==> config.mk <==
export PLATFORM = sky130hd
export DESIGN_NAME = writeback_register_file_flat
export DESIGN_NICKNAME = d
export VERILOG_FILES = /design/src/rtl/writeback_register_file_if.sv /design/src/rtl/writeback_register_file.sv /design/src/flat_wrapper.sv
export SDC_FILE = /design/constraint.sdc
export NUM_CORES = 2
export LEC_CHECK = 0
export ABC_AREA = 1
export CAP_MARGIN = 20
export CORE_MARGIN = 4
export CORE_UTILIZATION = 30
export CTS_BUF_LIST = sky130_fd_sc_hd__clkbuf_2
export DETAILED_ROUTE_END_ITERATION = 16
export GPL_TIMING_DRIVEN = 0
export PLACE_DENSITY_LB_ADDON = 0.3
export SETUP_SLACK_MARGIN = 0.3
export SKIP_LAST_GASP = 1
export SLEW_MARGIN = 20
export SYNTH_ARGS = -nofsm -noshare
export SYNTH_HDL_FRONTEND = slang
export SYNTH_SLANG_ARGS = --single-unit
==> constraint.sdc <==
create_clock -name clock -period 34.3 [get_ports clock]
set_clock_uncertainty 0.15 [all_clocks]
set_input_delay 3.43 -clock clock [delete_from_list [all_inputs] [get_ports clock]]
set_output_delay 3.43 -clock clock [all_outputs]
set_load 0.05 [all_outputs]
==> src/rtl/writeback_register_file_if.sv <==
// Writeback/decode-side bus for the register file: write request, read indices and read results.
interface writeback_register_file_if;
  localparam int unsigned DATA_W = 32;
  localparam int unsigned IDX_W  = 5;

  logic [IDX_W-1:0]  WB_write_reg_1;
  logic [DATA_W-1:0] WB_alu_result;
  logic [DATA_W-1:0] WB_dm_read_data;
  logic              WB_rm_write_data_source;
  logic              WB_rm_write_enable;
  logic [IDX_W-1:0]  ID_read_reg_1;
  logic [IDX_W-1:0]  ID_read_reg_2;
  logic [DATA_W-1:0] ID_read_data_1;
  logic [DATA_W-1:0] ID_read_data_2;
  logic [DATA_W-1:0] WB_write_data;
  logic [DATA_W-1:0] wb_commit_count;

  // Pipeline side: issues writes and read indices, consumes read data.
  modport master (
    output WB_write_reg_1, WB_alu_result, WB_dm_read_data,
           WB_rm_write_data_source, WB_rm_write_enable,
           ID_read_reg_1, ID_read_reg_2,
    input  ID_read_data_1, ID_read_data_2, WB_write_data, wb_commit_count
  );

  // Register file side.
  modport slave (
    input  WB_write_reg_1, WB_alu_result, WB_dm_read_data,
           WB_rm_write_data_source, WB_rm_write_enable,
           ID_read_reg_1, ID_read_reg_2,
    output ID_read_data_1, ID_read_data_2, WB_write_data, wb_commit_count
  );
endinterface

==> src/rtl/writeback_register_file.sv <==
// 32x32 register file with writeback data select, optional write-to-read bypass
// and a commit counter. Register 0 is hardwired to zero.
module writeback_register_file #(
  parameter int unsigned BYPASS_EN = 1
) (
  input logic                       clock,
  input logic                       reset,
  writeback_register_file_if.slave  bus
);
  localparam int unsigned DATA_W   = 32;
  localparam int unsigned IDX_W    = 5;
  localparam int unsigned NUM_REGS = 32;

  logic [DATA_W-1:0] r_regs [NUM_REGS];
  logic [DATA_W-1:0] r_commit_count;
  logic [DATA_W-1:0] w_write_data;
  logic              w_commit;
  logic [DATA_W-1:0] w_read_data_1;
  logic [DATA_W-1:0] w_read_data_2;

  // Select writeback data between ALU result and memory load.
  always_comb begin
    w_write_data = bus.WB_alu_result;
    if (bus.WB_rm_write_data_source) begin
      w_write_data = bus.WB_dm_read_data;
    end
  end

  // A write commits only when enabled, aimed at a real register and outside reset;
  // the reset term also inhibits the bypass path below.
  assign w_commit = bus.WB_rm_write_enable
                  && (bus.WB_write_reg_1 != IDX_W'(0))
                  && !reset;

  // Register storage; entry 0 is never written so it stays zero.
  always_ff @(posedge clock or posedge reset) begin
    if (reset) begin
      for (int unsigned i = 0; i < NUM_REGS; i++) begin
        r_regs[i] <= '0;
      end
    end else if (w_commit) begin
      r_regs[bus.WB_write_reg_1] <= w_write_data;
    end
  end

  // Count committed writes; wraps naturally at 2^32.
  always_ff @(posedge clock or posedge reset) begin
    if (reset) begin
      r_commit_count <= '0;
    end else if (w_commit) begin
      r_commit_count <= r_commit_count + DATA_W'(1);
    end
  end

  // Read port 1: array lookup with optional same-cycle bypass of the pending write.
  always_comb begin
    w_read_data_1 = r_regs[bus.ID_read_reg_1];
    if (bus.ID_read_reg_1 == IDX_W'(0)) begin
      w_read_data_1 = '0;
    end else if ((BYPASS_EN != 0) && w_commit
                 && (bus.ID_read_reg_1 == bus.WB_write_reg_1)) begin
      w_read_data_1 = w_write_data;
    end
  end

  // Read port 2: identical to port 1, bypass applied independently.
  always_comb begin
    w_read_data_2 = r_regs[bus.ID_read_reg_2];
    if (bus.ID_read_reg_2 == IDX_W'(0)) begin
      w_read_data_2 = '0;
    end else if ((BYPASS_EN != 0) && w_commit
                 && (bus.ID_read_reg_2 == bus.WB_write_reg_1)) begin
      w_read_data_2 = w_write_data;
    end
  end

  assign bus.ID_read_data_1  = w_read_data_1;
  assign bus.ID_read_data_2  = w_read_data_2;
  assign bus.WB_write_data   = w_write_data;
  assign bus.wb_commit_count = r_commit_count;

endmodule

==> src/flat_wrapper.sv <==
// flat-port wrapper written by rule: the top's interface ports become plain ports
module writeback_register_file_flat 
#(
  parameter int unsigned BYPASS_EN = 1
)
  (clock, reset, bus_WB_write_reg_1, bus_WB_alu_result, bus_WB_dm_read_data, bus_WB_rm_write_data_source, bus_WB_rm_write_enable, bus_ID_read_reg_1, bus_ID_read_reg_2, bus_ID_read_data_1, bus_ID_read_data_2, bus_WB_write_data, bus_wb_commit_count);
  writeback_register_file_if bus_i ();
  input logic clock;
  input logic reset;
  input wire logic [$bits(bus_i.WB_write_reg_1)-1:0] bus_WB_write_reg_1;
  input wire logic [$bits(bus_i.WB_alu_result)-1:0] bus_WB_alu_result;
  input wire logic [$bits(bus_i.WB_dm_read_data)-1:0] bus_WB_dm_read_data;
  input wire logic [$bits(bus_i.WB_rm_write_data_source)-1:0] bus_WB_rm_write_data_source;
  input wire logic [$bits(bus_i.WB_rm_write_enable)-1:0] bus_WB_rm_write_enable;
  input wire logic [$bits(bus_i.ID_read_reg_1)-1:0] bus_ID_read_reg_1;
  input wire logic [$bits(bus_i.ID_read_reg_2)-1:0] bus_ID_read_reg_2;
  output wire logic [$bits(bus_i.ID_read_data_1)-1:0] bus_ID_read_data_1;
  output wire logic [$bits(bus_i.ID_read_data_2)-1:0] bus_ID_read_data_2;
  output wire logic [$bits(bus_i.WB_write_data)-1:0] bus_WB_write_data;
  output wire logic [$bits(bus_i.wb_commit_count)-1:0] bus_wb_commit_count;
  assign bus_i.WB_write_reg_1 = bus_WB_write_reg_1;
  assign bus_i.WB_alu_result = bus_WB_alu_result;
  assign bus_i.WB_dm_read_data = bus_WB_dm_read_data;
  assign bus_i.WB_rm_write_data_source = bus_WB_rm_write_data_source;
  assign bus_i.WB_rm_write_enable = bus_WB_rm_write_enable;
  assign bus_i.ID_read_reg_1 = bus_ID_read_reg_1;
  assign bus_i.ID_read_reg_2 = bus_ID_read_reg_2;
  assign bus_ID_read_data_1 = bus_i.ID_read_data_1;
  assign bus_ID_read_data_2 = bus_i.ID_read_data_2;
  assign bus_WB_write_data = bus_i.WB_write_data;
  assign bus_wb_commit_count = bus_i.wb_commit_count;
  writeback_register_file #(.BYPASS_EN(BYPASS_EN)) u_core (.clock(clock), .reset(reset), .bus(bus_i));
endmodule
==> results.ini <==
[run_status]
status = finished, final reports clean

[hold_path]
hp-class = flip-flop to flip-flop
min_from = u_core.r_regs[1014]$_DFFE_PP0P_

[power]
vdd_drop_max_uv = 43.5
power.share.switching = 0.434
pwr-share-comb = 0.288
pwr-share-clk = 0.284
cellPowerDensity_nw_per_um2 = 51.6
leakage_nw = 34.7
fin_total_pwr_mw = 3.68
switching_power_mw = 1.60
p_int_mw = 2.08
seq_power_share = 0.428

[timing]
period_share = 0.358
tns_ns = 0
slew_viol_final = 0
fmax_ghz = 0.0814
fin_ws_ns = 22.02
worst_slew_pin_slew_ns = 1.47
setup_violations = 0
finalHoldViolations = 0
whs_ns = 0.312
relSlewSlack = 0.0168
period_minus_slack_ns = 12.28
rsz0062_at_grt = no

[detailed_routing]
drt_first_pass_iters = 8
route.detailed.drc = 0
wl_mm = 463
drt-wirelength-per-cell_microns = 36.5
ant_nets = 0
vias = 74036
drtIter0Drc = 11925
via_per_inst = 5.84

[synthesis]
synth_nets = 9221
synth.largest_area_cell = dfrtp_1
ys_seq_area_frac = 0.430
async_flop_share = 1.00
ys_seq_elements = 1056
ys_types = 30
synth_edf_count = 0
syn-cell-area_sq_um = 61500
synthCells = 9137
synth_top_area_frac = 0.430
syn_area_per_cell_sq_um = 6.73
synth-main-ff-cell = dfrtp_1
synth_area_leaders = dfrtp_1 (43%), nand2_1 (18%), o21ai_0 (11%), nand3_1 (9.5%), inv_1 (5.8%)
yosysWarnings = 0

[setup_path]
startpoint_type = primary input
r2r-end = u_core.bus.wb_commit_count[24]$_DFFE_PP0P_
rrSetupSlack_ns = 31.96
endpoint_kind = output port
rr_worst_depth = 8
worstSetupPathType = primary input to output port
critPathArrivalTime_ns = 8.70
crit_required_ns = 30.72
r2r-start = u_core.bus.wb_commit_count[0]$_DFFE_PP0P_
critPathLaunch = bus_ID_read_reg_1[0]
cp-endpoint = bus_ID_read_data_1[6]
cp_max_fo = 10

[cts]
holdBufCountCts = 0
cts-root-buf = clkbuf_2
clk_path_buf_depth = 4
clock-sinks = 1056
cts_buffers = 339
post_cts_buffers = 0
clk_pin_slew_worst_paths_ns = 0.07
clkLatencyLatePin_ns = 2.04
cts_resized = 0
cts_tree = yes
htreeDepth = 5

[floorplan]
die_area_sq_um = 212000
ios = 211
initial_core_util = 0.303
die_x_microns = 461
std_cell_rows = 165
core-area_sq_um = 203000
die_h_microns = 461

[grt]
grt_pass1_wl_mm = 608
grt_pass1_vias = 67968
grt_antenna_before_repair = 81
grt_overflow = 0
track_usage = 0.424
grt_max_degree = 99

[place]
pre_cts_slack_ns = 22.30
dp.cells = 12067
io_buffer_count = 199
dp_hpwl_mm = 352
gp_congestion = 1.04

[layout]
final_common_cell = nand2_1
final_cell_mix = nand2_1 (2,890), o21ai_0 (1,315), nand3_1 (1,164)
final_nets = 9821
area_growth_pct = 16.0
final_cells = 12684
drive_gt1_frac = 0.0936

[flow_run]
maxCapViolations = 0

## power groups by stage
stage / sequential, mW / combinational (mW) / clock (mW)
global placement: 1.59 / 0.978 / 0
CTS: 1.56 / 1.01 / 1.04
global route: 1.59 / 1.11 / 1.11
detailed placement: 1.59 / 1.01 / 0
floorplan: 1.56 / 0.538 / 0
finish: 1.57 / 1.06 / 1.04
## logic make-up after synthesis
group,after synthesis,share of synthesized area
xor gates and xnor gates,37,0.00527
AOI/OAI and AO/OA,1874,0.155
DFF,1056,0.430
adders and majority gates,1,0.000203
buffers and inverters,1714,0.107
and+or+nand+nor,4455,0.302
## state kept, by name, summed over array words and instances, names as in the netlist
signal and flops:
u_core.bus.wb_commit_count 32, u_core.r_regs 1024
## critical path, cell delays in order
cell and delay, ns:
clkdlybuf4s50_1 0.77, inv_1 0.28, buf_2 0.37, clkbuf_1 0.85, clkbuf_1 0.75, nand2_1 0.13
nand3_1 0.11, nand3_1 0.10, nand3_1 0.32, nand2_1 0.10, nand3_1 0.20, nand2_1 0.33
inv_1 0.13, clkdlybuf4s50_1 0.81
## routing by layer
layer	part of all wire	vias to the layer above	track usage
met5	0.00029	-	0
met4	0.082	20	0.299
met3	0.12	1486	0.138
met2	0.41	5694	0.608
met1	0.39	36215	0.537
li1	-	30621	-
## worst min-delay path by stage
stage | endpoint | slack (ns) | cells after the start
final | u_core.r_regs[1014]$_DFFE_PP0P_ | 0.31 | 1
after global routing | u_core.r_regs[1011]$_DFFE_PP0P_ | 0.33 | 1
after CTS | u_core.r_regs[1014]$_DFFE_PP0P_ | 0.32 | 1
after detailed placement | u_core.r_regs[1009]$_DFFE_PP0P_ | 0.30 | 1
after global placement | u_core.r_regs[997]$_DFFE_PP0P_ | 0.29 | 1
after floorplan | u_core.r_regs[1000]$_DFFE_PP0P_ | 0.28 | 1
## Yosys cell counts (3+ instances only)
master,instances
nand4_1,6
o21ai_0,1317
dfrtp_1,1056
nor4_4,6
buf_2,121
a211oi_1,4
nand2_1,2890
clkbuf_1,561
or2_2,56
o21ai_1,93
nor3_2,4
nor3_1,18
buf_1,65
xnor2_1,15
nand2_2,24
inv_2,4
nand3_1,1164
inv_1,956
buf_4,3
o211ai_1,55
nor2_1,281
xor2_1,22
a21oi_1,405
## metrics by stage
stage,instance area [sq um],utilization
2_1_floorplan,61500,-
3_3_place_gp,66800,0.329
3_5_place_dp,68400,0.337
4_1_cts,71100,0.351
5_1_grt,71200,0.351
6_report,71300,0.351
## area by class of cell
type / instances / area (sq um)
diodes: 58 / 145
clock inverters: 82 / 345
clock buffers: 476 / 2380
fillers: 22531 / 132000
well taps: 2672 / 3340
flip-flops and latches: 1056 / 26400
plain buffers: 752 / 3150
multi-input cells: 6367 / 28600
inverters: 962 / 3620
repair buffers: 259 / 3250
Note: power is estimated with default switching activity, not from simulation.
